`config.mk`:
```
export PLATFORM = sky130hd
export DESIGN_NAME = dispatch_rename_unit
export DESIGN_NICKNAME = d
export VERILOG_FILES = /design/src/rtl/dispatch_pkg.sv /design/src/rtl/rs_alloc.sv /design/src/rtl/dispatch_rename_unit.sv
export SDC_FILE = /design/constraint.sdc
export NUM_CORES = 1
export LEC_CHECK = 0
export CORE_MARGIN = 2
export CORE_UTILIZATION = 45
export DETAILED_ROUTE_END_ITERATION = 16
export DONT_BUFFER_PORTS = 1
export PLACE_DENSITY = 0.72
export SETUP_SLACK_MARGIN = 0.02
export SYNTH_ARGS = -nofsm -noshare
export SYNTH_HDL_FRONTEND = slang
export SYNTH_SLANG_ARGS = --single-unit
```
`constraint.sdc`:
```
create_clock -name clk -period 3.65 [get_ports clk]
set_clock_uncertainty 0.05 [all_clocks]
set_input_delay 0.73 -clock clk [delete_from_list [all_inputs] [get_ports clk]]
set_output_delay 0.73 -clock clk [all_outputs]
set_load 0.05 [all_outputs]
```
`src/rtl/dispatch_pkg.sv`:
```
// ---------------------------------------------------------------------------
// dispatch_pkg: opcodes, station classes and tag encoding for dispatch/rename.
// Revision: 1.0
// ---------------------------------------------------------------------------
`default_nettype none

package dispatch_pkg;

   localparam logic [3:0] OP_ADD   = 4'b0001;
   localparam logic [3:0] OP_MULT  = 4'b0010;
   localparam logic [3:0] OP_LOAD  = 4'b0011;
   localparam logic [3:0] OP_STORE = 4'b0100;

   localparam int NUM_CLASS = 3;
   localparam int TAG_READY = 0;

   typedef enum logic [1:0] {
      CLS_ADD  = 2'd0,
      CLS_MULT = 2'd1,
      CLS_MEM  = 2'd2,
      CLS_NONE = 2'd3
   } rs_class_e;

   // Tag 0 stays reserved for "operand ready", hence the +1.
   function automatic int encode_tag(input int cls, input int idx, input int rs_per_class);
      return cls * rs_per_class + idx + 1;
   endfunction

endpackage

`default_nettype wire

```
`src/rtl/rs_alloc.sv`:
```
// ---------------------------------------------------------------------------
// rs_alloc: lowest-index free station picker for one class, one issue slot.
// Revision: 1.0
// ---------------------------------------------------------------------------
`default_nettype none

module rs_alloc #(
   parameter int RS_PER_CLASS = 2,
   parameter int IDX_W        = 1
) (
   input  logic                    req,
   input  logic [RS_PER_CLASS-1:0] busy,
   input  logic [RS_PER_CLASS-1:0] claimed,
   output logic                    grant,
   output logic [IDX_W-1:0]        idx,
   output logic [RS_PER_CLASS-1:0] onehot
);

   logic [RS_PER_CLASS-1:0] free_mask;
   logic                    any_free;

   assign free_mask = ~(busy | claimed);

   always_comb begin
      any_free = 1'b0;
      idx      = '0;
      onehot   = '0;
      for (int k = 0; k < RS_PER_CLASS; k++) begin
         if (free_mask[k] && !any_free) begin
            any_free  = 1'b1;
            idx       = IDX_W'(k);
            onehot[k] = req;
         end
      end
   end

   assign grant = req && any_free;

endmodule

`default_nettype wire

```
`src/rtl/dispatch_rename_unit.sv`:
```
// ---------------------------------------------------------------------------
// dispatch_rename_unit: N-wide in-order dispatch with station allocation and
// register renaming. Option macro: DISPATCH_CDB_FREE_BYPASS_EN. Revision: 1.0
// ---------------------------------------------------------------------------
`default_nettype none

module dispatch_rename_unit
   import dispatch_pkg::*;
#(
   parameter int ISSUE_W      = 2,
   parameter int RS_PER_CLASS = 2,
   parameter int NUM_REG      = 8,
   parameter int INS_PART_WID = 4,
   parameter int TAG_LEN      = 4
) (
   input  logic                            clk,
   input  logic                            rst,
   input  logic [ISSUE_W-1:0]              inst_valid,
   input  logic [ISSUE_W*INS_PART_WID-1:0] inst_type,
   input  logic [ISSUE_W*INS_PART_WID-1:0] inst_dest,
   input  logic [ISSUE_W*INS_PART_WID-1:0] inst_src0,
   input  logic [ISSUE_W*INS_PART_WID-1:0] inst_src1,
   output logic [ISSUE_W-1:0]              inst_fetch,
   output logic [ISSUE_W-1:0]              disp_valid,
   output logic [ISSUE_W*TAG_LEN-1:0]      disp_rs_tag,
   output logic [ISSUE_W*TAG_LEN-1:0]      disp_src0_tag,
   output logic [ISSUE_W*TAG_LEN-1:0]      disp_src1_tag,
   output logic [ISSUE_W*INS_PART_WID-1:0] disp_src0_reg,
   output logic [ISSUE_W*INS_PART_WID-1:0] disp_src1_reg,
   input  logic                            cdb_valid,
   input  logic [TAG_LEN-1:0]              cdb_tag,
   output logic                            illegal_op
);

   localparam int NUM_RS = NUM_CLASS * RS_PER_CLASS;
   localparam int REG_W  = (NUM_REG > 1) ? $clog2(NUM_REG) : 1;
   localparam int IDX_W  = (RS_PER_CLASS > 1) ? $clog2(RS_PER_CLASS) : 1;

   logic [NUM_RS-1:0]  rs_busy;
   logic [NUM_RS-1:0]  rs_busy_nxt;
   logic [NUM_RS-1:0]  busy_eff;
   logic [NUM_RS-1:0]  cdb_free;
   logic               cdb_hit;
   logic [TAG_LEN-1:0] reg_status     [NUM_REG];
   logic [TAG_LEN-1:0] reg_status_nxt [NUM_REG];

   logic [ISSUE_W-1:0]              slot_legal;
   logic [ISSUE_W-1:0]              slot_renames;
   logic [ISSUE_W-1:0][TAG_LEN-1:0] slot_tag;
   logic [ISSUE_W-1:0][TAG_LEN-1:0] src0_tag;
   logic [ISSUE_W-1:0][TAG_LEN-1:0] src1_tag;
   logic                            unused_dest_bits;

   assign unused_dest_bits = ^inst_dest;

   // One-hot station being released by the CDB; tag 0 and out-of-range tags match nothing.
   always_comb begin
      cdb_free = '0;
      for (int s = 0; s < NUM_RS; s++) begin
         cdb_free[s] = cdb_valid && (cdb_tag == TAG_LEN'(s + 1));
      end
   end
   assign cdb_hit = |cdb_free;

`ifdef DISPATCH_CDB_FREE_BYPASS_EN
   assign busy_eff = rs_busy & ~cdb_free;
`else
   assign busy_eff = rs_busy;
`endif

   for (genvar i = 0; i < ISSUE_W; i++) begin : g_slot
      logic [INS_PART_WID-1:0]            op;
      rs_class_e                          cls;
      logic                               legal;
      logic                               renames;
      logic                               ok;
      logic                               prev_ok;
      logic [NUM_RS-1:0]                  claim_in;
      logic [NUM_RS-1:0]                  claim_out;
      logic [NUM_CLASS-1:0]               grant_v;
      logic [NUM_CLASS-1:0][IDX_W-1:0]    idx_v;
      logic                               grant_sel;
      logic [IDX_W-1:0]                   idx_sel;

      // Stations claimed and acceptance ripple from older slots to younger ones.
      if (i == 0) begin : g_head
         assign claim_in = '0;
         assign prev_ok  = 1'b1;
      end else begin : g_chain
         assign claim_in = g_slot[i-1].claim_out;
         assign prev_ok  = g_slot[i-1].ok;
      end

      assign op = inst_type[i*INS_PART_WID +: INS_PART_WID];

      always_comb begin
         cls = CLS_NONE;
         if (op == INS_PART_WID'(OP_ADD)) begin
            cls = CLS_ADD;
         end else if (op == INS_PART_WID'(OP_MULT)) begin
            cls = CLS_MULT;
         end else if (op == INS_PART_WID'(OP_LOAD) || op == INS_PART_WID'(OP_STORE)) begin
            cls = CLS_MEM;
         end
      end

      assign legal   = (cls != CLS_NONE);
      assign renames = legal && (op != INS_PART_WID'(OP_STORE));

      for (genvar c = 0; c < NUM_CLASS; c++) begin : g_cls
         logic [RS_PER_CLASS-1:0] onehot;

         rs_alloc #(
            .RS_PER_CLASS (RS_PER_CLASS),
            .IDX_W        (IDX_W)
         ) u_alloc (
            .req     (cls == rs_class_e'(c)),
            .busy    (busy_eff[c*RS_PER_CLASS +: RS_PER_CLASS]),
            .claimed (claim_in[c*RS_PER_CLASS +: RS_PER_CLASS]),
            .grant   (grant_v[c]),
            .idx     (idx_v[c]),
            .onehot  (onehot)
         );

         assign claim_out[c*RS_PER_CLASS +: RS_PER_CLASS] =
            claim_in[c*RS_PER_CLASS +: RS_PER_CLASS] | ({RS_PER_CLASS{ok}} & onehot);
      end

      always_comb begin
         grant_sel = 1'b0;
         idx_sel   = '0;
         case (cls)
            CLS_ADD:  begin grant_sel = grant_v[0]; idx_sel = idx_v[0]; end
            CLS_MULT: begin grant_sel = grant_v[1]; idx_sel = idx_v[1]; end
            CLS_MEM:  begin grant_sel = grant_v[2]; idx_sel = idx_v[2]; end
            default:  begin grant_sel = 1'b0;       idx_sel = '0;       end
         endcase
      end

      // Illegal opcodes need no station, so they never stall.
      assign ok            = inst_valid[i] && prev_ok && (!legal || grant_sel);
      assign inst_fetch[i] = ok;
      assign slot_legal[i]   = legal;
      assign slot_renames[i] = renames;
      assign slot_tag[i]     = legal ? TAG_LEN'(encode_tag(int'(cls), int'(idx_sel), RS_PER_CLASS))
                                     : TAG_LEN'(TAG_READY);
   end

   // Source resolution: youngest older in-bundle writer, else table, then CDB forwarding.
   always_comb begin
      logic [REG_W-1:0]   r0;
      logic [REG_W-1:0]   r1;
      logic [REG_W-1:0]   rd;
      logic [TAG_LEN-1:0] t0;
      logic [TAG_LEN-1:0] t1;
      src0_tag = '0;
      src1_tag = '0;
      r0 = '0;
      r1 = '0;
      rd = '0;
      t0 = '0;
      t1 = '0;
      for (int i = 0; i < ISSUE_W; i++) begin
         r0 = inst_src0[i*INS_PART_WID +: REG_W];
         r1 = inst_src1[i*INS_PART_WID +: REG_W];
         t0 = reg_status[r0];
         t1 = reg_status[r1];
         for (int j = 0; j < i; j++) begin
            rd = inst_dest[j*INS_PART_WID +: REG_W];
            if (inst_fetch[j] && slot_renames[j]) begin
               if (rd == r0) t0 = slot_tag[j];
               if (rd == r1) t1 = slot_tag[j];
            end
         end
         if (cdb_valid && t0 == cdb_tag) t0 = TAG_LEN'(TAG_READY);
         if (cdb_valid && t1 == cdb_tag) t1 = TAG_LEN'(TAG_READY);
         src0_tag[i] = t0;
         src1_tag[i] = t1;
      end
   end

   // CDB clear first, then renames in slot order so the youngest writer wins.
   always_comb begin
      logic [REG_W-1:0] wd;
      wd = '0;
      for (int r = 0; r < NUM_REG; r++) begin
         reg_status_nxt[r] = reg_status[r];
         if (cdb_hit && reg_status[r] == cdb_tag) reg_status_nxt[r] = TAG_LEN'(TAG_READY);
      end
      for (int j = 0; j < ISSUE_W; j++) begin
         wd = inst_dest[j*INS_PART_WID +: REG_W];
         if (inst_fetch[j] && slot_renames[j]) reg_status_nxt[wd] = slot_tag[j];
      end
   end

   assign rs_busy_nxt = (rs_busy & ~cdb_free) | g_slot[ISSUE_W-1].claim_out;

   always_ff @(posedge clk) begin
      if (rst) begin
         rs_busy       <= '0;
         disp_valid    <= '0;
         disp_rs_tag   <= '0;
         disp_src0_tag <= '0;
         disp_src1_tag <= '0;
         disp_src0_reg <= '0;
         disp_src1_reg <= '0;
         illegal_op    <= 1'b0;
         for (int r = 0; r < NUM_REG; r++) begin
            reg_status[r] <= '0;
         end
      end else begin
         rs_busy       <= rs_busy_nxt;
         disp_valid    <= inst_fetch & slot_legal;
         disp_rs_tag   <= slot_tag;
         disp_src0_tag <= src0_tag;
         disp_src1_tag <= src1_tag;
         disp_src0_reg <= inst_src0;
         disp_src1_reg <= inst_src1;
         illegal_op    <= |(inst_fetch & ~slot_legal);
         for (int r = 0; r < NUM_REG; r++) begin
            reg_status[r] <= reg_status_nxt[r];
         end
      end
   end

endmodule

`default_nettype wire

```
# Word level (Yosys, flattened, before mapping)
# Memories as Yosys holds them, arrays and structs flattened.
# Cells that the tools add are included.
# W data, S select, Z words.
[totals]
reg_bits = 49
ram_bits = 32
in_bits = 41
output_inout_bits = 45
elab_cells = 221
memories = 1
[memory_table]
columns = ["name", "words", "word_bits", "read_ports", "rd_clocked_by_memory_dff", "write_ports", "line", "source"]
rows = [
  ["reg_status", 8, 4, 12, 0, 8, "dispatch_rename_unit.sv:44", "logic [TAG_LEN-1:0] reg_status [NUM_REG];"],
]
[op_classes]
addsub = 4
order_cmp = 4
eq_ne = 36
n_mux = 73
n_bitwise = 34
n_reduce_logical = 59
[op_table]
columns = ["cell", "n"]
rows = [
  ["$mux W4", 24],
  ["$bwmux W32", 2],
  ["$mux W32", 2],
  ["$eq A4 B4 Y1", 12],
  ["$logic_and A1 B1 Y1", 39],
  ["$mux W1", 35],
  ["$demux W4 S3", 2],
  ["$eq A4 B2 Y1 const B", 6],
  ["$eq A4 B3 Y1 const B", 5],
  ["$and A2 B2 Y2", 8],
  ["$not A2 Y2", 7],
  ["$eq A4 B1 Y1 const B", 3],
  ["$or A2 B2 Y2", 6],
  ["$pmux W1 S3", 4],
  ["$reduce_or A2 Y1", 5],
  ["$add A3 B1 Y4", 2],
  ["$add A4 B1 Y4 const B", 2],
  ["$ge A4 B4 Y1 const B", 2],
  ["$logic_not A1 Y1", 8],
  ["$lt A4 B1 Y1 const B", 2],
  ["$mux W2", 4],
  ["$ne A4 B3 Y1 const B", 2],
  ["$not A3 Y4", 2],
  ["$or A1 B1 Y1", 8],
  ["other kinds (10)", 18],
]

# Depth between registers and ports, before layout
[logic_depth]
depth_word = 24
ltp_mapped = 12
ltp_nobuf = 11

# Cells and area by module
# Synthesis repeated with hierarchy kept, for this count alone.
[hier_totals]
hier_cells = 607
area_unflattened_um2 = 5577.8
[modules_own_cells]
columns = ["module", "instances", "cells_per_inst", "area_per_inst_um2", "seq_area_each_um2"]
rows = [
  ["dispatch_rename_unit", 1, 571, 5345.1, 1621.6],
  ["rs_alloc", 6, 6, 38.8, 0.0],
]

# Worst setup path after synthesis
# Ideal clock, no wire load.
[synth_timing]
path_kind = "input port to flip-flop"
from = "input port inst_type[3]"
to = "register disp_src1_tag[7]"
setup_ns = 0.135
t_arrival_ns = 3.748
required_ns = 3.465
setup_slack_ns = -0.284
path_stages = 12
n_path_buf = 1
path_cell_list = "clkbuf_1 > nor2_1 > a22o_1 > or2_2 > ha_1 > or4b_2 > o211a_1 > or3b_2 > a211oi_1 > a211oi_1 > nor4_1 > nor3b_1"
[synth_via]
elab_chain_len = 15
word_cells_on_any_way = 31
cone_classes = "add/sub (2); eq/ne (9); mux (8); reduce/logical (12)"
[synth_lines]
columns = ["item", "line", "source"]
rows = [
  ["start, declared", "dispatch_rename_unit.sv:19", "input logic [ISSUE_W*INS_PART_WID-1:0] inst_type,"],
  ["$eq A4 B2 Y1 / $eq A4 B3 Y1 (equally long branches)", "dispatch_rename_unit.sv:102", "end else if (op == INS_PART_WID'(OP_LOAD) || op == INS_PART_WID'(OP_STORE)) begin"],
  ["$logic_or A1 B1 Y1", "dispatch_rename_unit.sv:102", ""],
  ["$mux W1", "dispatch_rename_unit.sv:102", ""],
  ["$mux W2", "dispatch_rename_unit.sv:100", "end else if (op == INS_PART_WID'(OP_MULT)) begin"],
  ["$mux W2", "dispatch_rename_unit.sv:98", "if (op == INS_PART_WID'(OP_ADD)) begin"],
  ["$eq A2 B2 Y1 (tied with other cells)", "dispatch_rename_unit.sv:117, dispatch_rename_unit.sv:132", ""],
  ["$pmux W1 S3 / $logic_and A1 B1 Y1 (equally long branches)", "dispatch_rename_unit.sv:132, rs_alloc.sv:37", ""],
  ["$add A3 B1 Y4 / $pmux W1 S3 (equally long branches)", "dispatch_pkg.sv:26, dispatch_rename_unit.sv:132", ""],
  ["$add A4 B1 Y4 / $logic_or A1 B1 Y1 (equally long branches)", "dispatch_pkg.sv:26, dispatch_rename_unit.sv:141", ""],
  ["$mux W4 / $logic_and A1 B1 Y1 (equally long branches)", "dispatch_rename_unit.sv:145, dispatch_rename_unit.sv:141", ""],
  ["$mux W4 / $logic_and A1 B1 Y1 (equally long branches)", "dispatch_rename_unit.sv:172, dispatch_rename_unit.sv:170", ""],
  ["$mux W4 (*)", "dispatch_rename_unit.sv:170", "if (inst_fetch[j] && slot_renames[j]) begin"],
  ["$eq A4 B4 Y1", "dispatch_rename_unit.sv:176", "if (cdb_valid && t1 == cdb_tag) t1 = TAG_LEN'(TAG_READY);"],
  ["$logic_and A1 B1 Y1", "dispatch_rename_unit.sv:176", ""],
  ["$reduce_or A2 Y1 (no source line)", "--", ""],
  ["end signal, assigned", "dispatch_rename_unit.sv:216", "disp_src1_tag <= src1_tag;"],
  ["end, declared", "dispatch_rename_unit.sv:27", "output logic [ISSUE_W*TAG_LEN-1:0] disp_src1_tag,"],
]
# Every way passes the cells marked *; elsewhere a longest branch is shown, timed or not.
# A chain may end at the register's enable or synchronous reset.

# Final worst setup path
[layout_timing]
from = "input port inst_type[1]"
to = "register disp_src0_tag[7]"
[layout_via]
elab_chain_len = 15
word_cells_on_any_way = 31
cone_classes = "add/sub (2); eq/ne (9); mux (8); reduce/logical (12)"
[layout_lines]
columns = ["item", "line", "source"]
rows = [
  ["$eq A4 B2 Y1 / $eq A4 B3 Y1 (equally long branches)", "dispatch_rename_unit.sv:102", ""],
  ["$logic_or A1 B1 Y1", "dispatch_rename_unit.sv:102", ""],
  ["$mux W1", "dispatch_rename_unit.sv:102", ""],
  ["$mux W2", "dispatch_rename_unit.sv:100", ""],
  ["$mux W2", "dispatch_rename_unit.sv:98", ""],
  ["$eq A2 B2 Y1 (tied with other cells)", "dispatch_rename_unit.sv:117, dispatch_rename_unit.sv:132", ""],
  ["$pmux W1 S3 / $logic_and A1 B1 Y1 (equally long branches)", "dispatch_rename_unit.sv:132, rs_alloc.sv:37", ""],
  ["$add A3 B1 Y4 / $pmux W1 S3 (equally long branches)", "dispatch_pkg.sv:26, dispatch_rename_unit.sv:132", ""],
  ["$add A4 B1 Y4 / $logic_or A1 B1 Y1 (equally long branches)", "dispatch_pkg.sv:26, dispatch_rename_unit.sv:141", ""],
  ["$mux W4 / $logic_and A1 B1 Y1 (equally long branches)", "dispatch_rename_unit.sv:145, dispatch_rename_unit.sv:141", ""],
  ["$mux W4 / $logic_and A1 B1 Y1 (equally long branches)", "dispatch_rename_unit.sv:171, dispatch_rename_unit.sv:170", ""],
  ["$mux W4 (*)", "dispatch_rename_unit.sv:170", ""],
  ["$eq A4 B4 Y1", "dispatch_rename_unit.sv:175", "if (cdb_valid && t0 == cdb_tag) t0 = TAG_LEN'(TAG_READY);"],
  ["$logic_and A1 B1 Y1", "dispatch_rename_unit.sv:175", ""],
  ["$reduce_or A2 Y1 (no source line)", "--", ""],
  ["end signal, assigned", "dispatch_rename_unit.sv:215", "disp_src0_tag <= src0_tag;"],
  ["end, declared", "dispatch_rename_unit.sv:26", "output logic [ISSUE_W*TAG_LEN-1:0] disp_src0_tag,"],
]
# Marked as above.

==> metrics.cfg <==
[status]
status=finished, final reports clean

[floorplanning]
fp.dieH_um=114.3
die_x_um=114.3
num_rows=40
dieArea_um2=13070
core_um2=11960
io_pins=86
start_util_pct=45.79

[power_and_ir_drop]
p_leak_nw=2.042
ir_drop_mv=0.1998
p_per_area_nw_per_um2=332.5

[sta]
rsz0062_at_grt=false
setup_viol=0
drv_slew=0
post-route-period-util_pct=93.93
relSlewSlack_pct=43.48
period_needed_ps=3429
hold_slack_ps=401.9
clock.fmax_mhz=291.7
worst_slew_pin_slew_ps=840.1
finalHoldViolCount=0

[cts]
clk_pin_slew_ps=60
clock_path_buffers=2
cts_sinks=81
cts_tree=done
cts_hold_buf=0
htree_levels=3
cts_buffers=9
worstSkewPairLatency_ps=340
cts-root-buf=clkbuf_16

[run]
drv_cap=0

[synth]
async_reset_ff_share_pct=0
yosysWarnings=0
synth_edf_count=0
ys.flop_type=dfxtp_1
yosysSeqAreaShare_pct=29.60
synth_compound_area_share_pct=12.49
synthAdderAreaFrac_pct=0.8223
synth_top_family_by_area=simple AND/OR/NAND/NOR gates
synth_xor_area_share_pct=7.995
syn-cell-area_um2=5478
syn_avg_cell_area_um2=9.477
synthMuxAreaShare_pct=22.11
ys_seq_elements=81
netlist_instances=578
yosysUniqueCellTypes=70
yosys.area_share.simple_pct=22.64

[placement]
gp_congestion=0.8943
placed_cells=696
dp_hpwl_um=11120
place_area_um2=5637
io_buffers=0

[global_route]
antenna_found_initial=0
grtUsageMet2_pct=38.33
grt_pass1_vias=4459
grt_usage_pct=23.65
top_usage_layer=met2
grtUsageMet3_pct=5.347
grtUsageMet1_pct=30.82
grt_first_pass_wirelength_um=23850
grt_max_degree=60
grt_overflow_total=0

[detailed_routing]
ant_nets=0
drt_iter0_drc=556
vias_per_cell=6.530
drc_errors=0
wl_um=15330
drt-pass1-iter-count=5
avgRoutedWirePerCell_um=21.60
vias=4636

[finish]
top_register=reg_status
area_delta_synth_final_pct=7.538
nNetsFinal=603
drive_above_1_share_pct=17.76
largest_register_ffs=32
stdcell_count=710
diodes=0
fill_cells=1079
fin_area_um2=5891
layout_commonest_cell=dfxtp_1
final_cell_mix=dfxtp_1, nor2_1, mux2i_1, xor2_1, mux4_2

[worst_setup_path]
timing.critical_path.buf_inv=0
path_max_fanout=13
regToRegSetupSlack_ps=280
cpLargestDelayFamily=simple AND/OR/NAND/NOR gates
path_cells=or3b_1 > a2111oi_4 > or2_4 > ha_4 > or4bb_1 > o211a_1 > or3b_4 > a211oi_1 > a211oi_1 > nor4_2 > nor3b_1
cpMostUsedCell=a211oi_1
crit_path_start_kind=input pin
cp-end-kind=flop
required_ps=3820
cp_data_arrival_time_ps=3600
slowest_stage=or3b_1
worstSetupPathType=in -> reg
cp_slowest_stage_delay_ps=470

[hold_path]
hold_class=in -> reg

==> path summary, 6_finish.rpt <==
path	depth (start not counted)	startpoint	to
worst max-delay path	11	inst_type[1]	disp_src0_tag[7]
worst min-delay path	1	rst	busy_eff[1]
worst max register to register	11	busy_eff[0]	disp_src0_tag[7]
worst min register to register	1	reg_status[4][3]	reg_status[4][3]
==> through the flow <==
step                      setup WS (ps)  TNS [ps]  total power [mW]  util (%)
after global placement           -62.14    -199.8             1.168     47.12
after CTS                         62.61         0             1.960     49.23
after global routing              106.5         0             2.029     49.25
after detailed placement         -117.4    -620.7             1.173     47.12
final                             221.4         0             1.958     49.25
after floorplan                  -51.49    -120.2             1.183         -
==> synthesized netlist by cell type, types with 3 or more instances <==
master | number | share of area, %
nor4bb_1 | 5 | 0.91
clkbuf_1 | 32 | 2.2
inv_1 | 14 | 0.96
buf_1 | 7 | 0.48
or2_2 | 5 | 0.57
o21ai_0 | 3 | 0.27
nand4_1 | 5 | 0.57
nand2_1 | 19 | 1.3
nor4_2 | 5 | 1.1
nor4_1 | 11 | 1.3
a21o_1 | 3 | 0.41
mux4_2 | 32 | 13
or3_1 | 6 | 0.69
dfxtp_1 | 81 | 30
nand3_1 | 9 | 0.82
nor2b_1 | 21 | 2.4
xor2_1 | 33 | 5.3
o21bai_1 | 4 | 0.55
or3b_1 | 3 | 0.48
a31oi_1 | 19 | 2.2
nand3b_1 | 6 | 0.82
xnor2_1 | 17 | 2.7
mux2i_1 | 40 | 7.3
nor3_1 | 15 | 1.4
buf_2 | 4 | 0.37
mux2_2 | 6 | 1.2
nor2_1 | 54 | 3.7
and2_1 | 7 | 0.80
nand2b_1 | 10 | 1.1
nor3b_1 | 7 | 0.96
a21oi_1 | 28 | 2.6
a211oi_1 | 15 | 2.1
==> worst reg2reg max path, cell delays in order, from the launching register on <==
cell      delay, ps
dfxtp_1         370
nor4bb_1        170
a22o_1          240
or2_4           250
ha_4            160
or4b_2          670
o211a_1         150
or3b_4          380
a211oi_1        330
a211oi_1        130
nor4_2          250
nor3b_1          90
==> kinds of logic (layout without fill, tap and decap cells) <==
logic type	Yosys count	in the layout
compound gates	96	96
xor+xnor	50	50
fa+ha+maj	4	4
buf+inv	59	43
flops	81	81
mux	80	80
other cells	1	2
simple gates	207	207
==> per-layer routing <==
layer	vias to the layer above	share of wire, %
met4	0	2.8
met5	-	0
met1	2231	40
li1	2093	-
met3	44	11
met2	268	47
==> what timing repair did <==
action                                  CTS  global route
setup buffers                             0             0
gates resized for setup                   0             1
endpoints found under the setup margin    0             1
==> power by group <==
group | total, mW | internal [mW] | switching (mW)
clock | 0.801 | 0.449 | 0.352
sequential | 0.964 | 0.902 | 0.0619
combinational | 0.194 | 0.0911 | 0.103
==> final cells by class <==
type                       instances  area, um^2  area share [%]
sequential                        81        1622           27.53
tap                              147       183.9           3.122
timing repair buffer              15       112.6           1.912
clock buffer                      10       229.0           3.887
inverter                          14       52.55          0.8921
multi-input combinational        439        3669           62.28
clock inverter                     4       22.52          0.3823
Power figures use the tool's default switching activity.
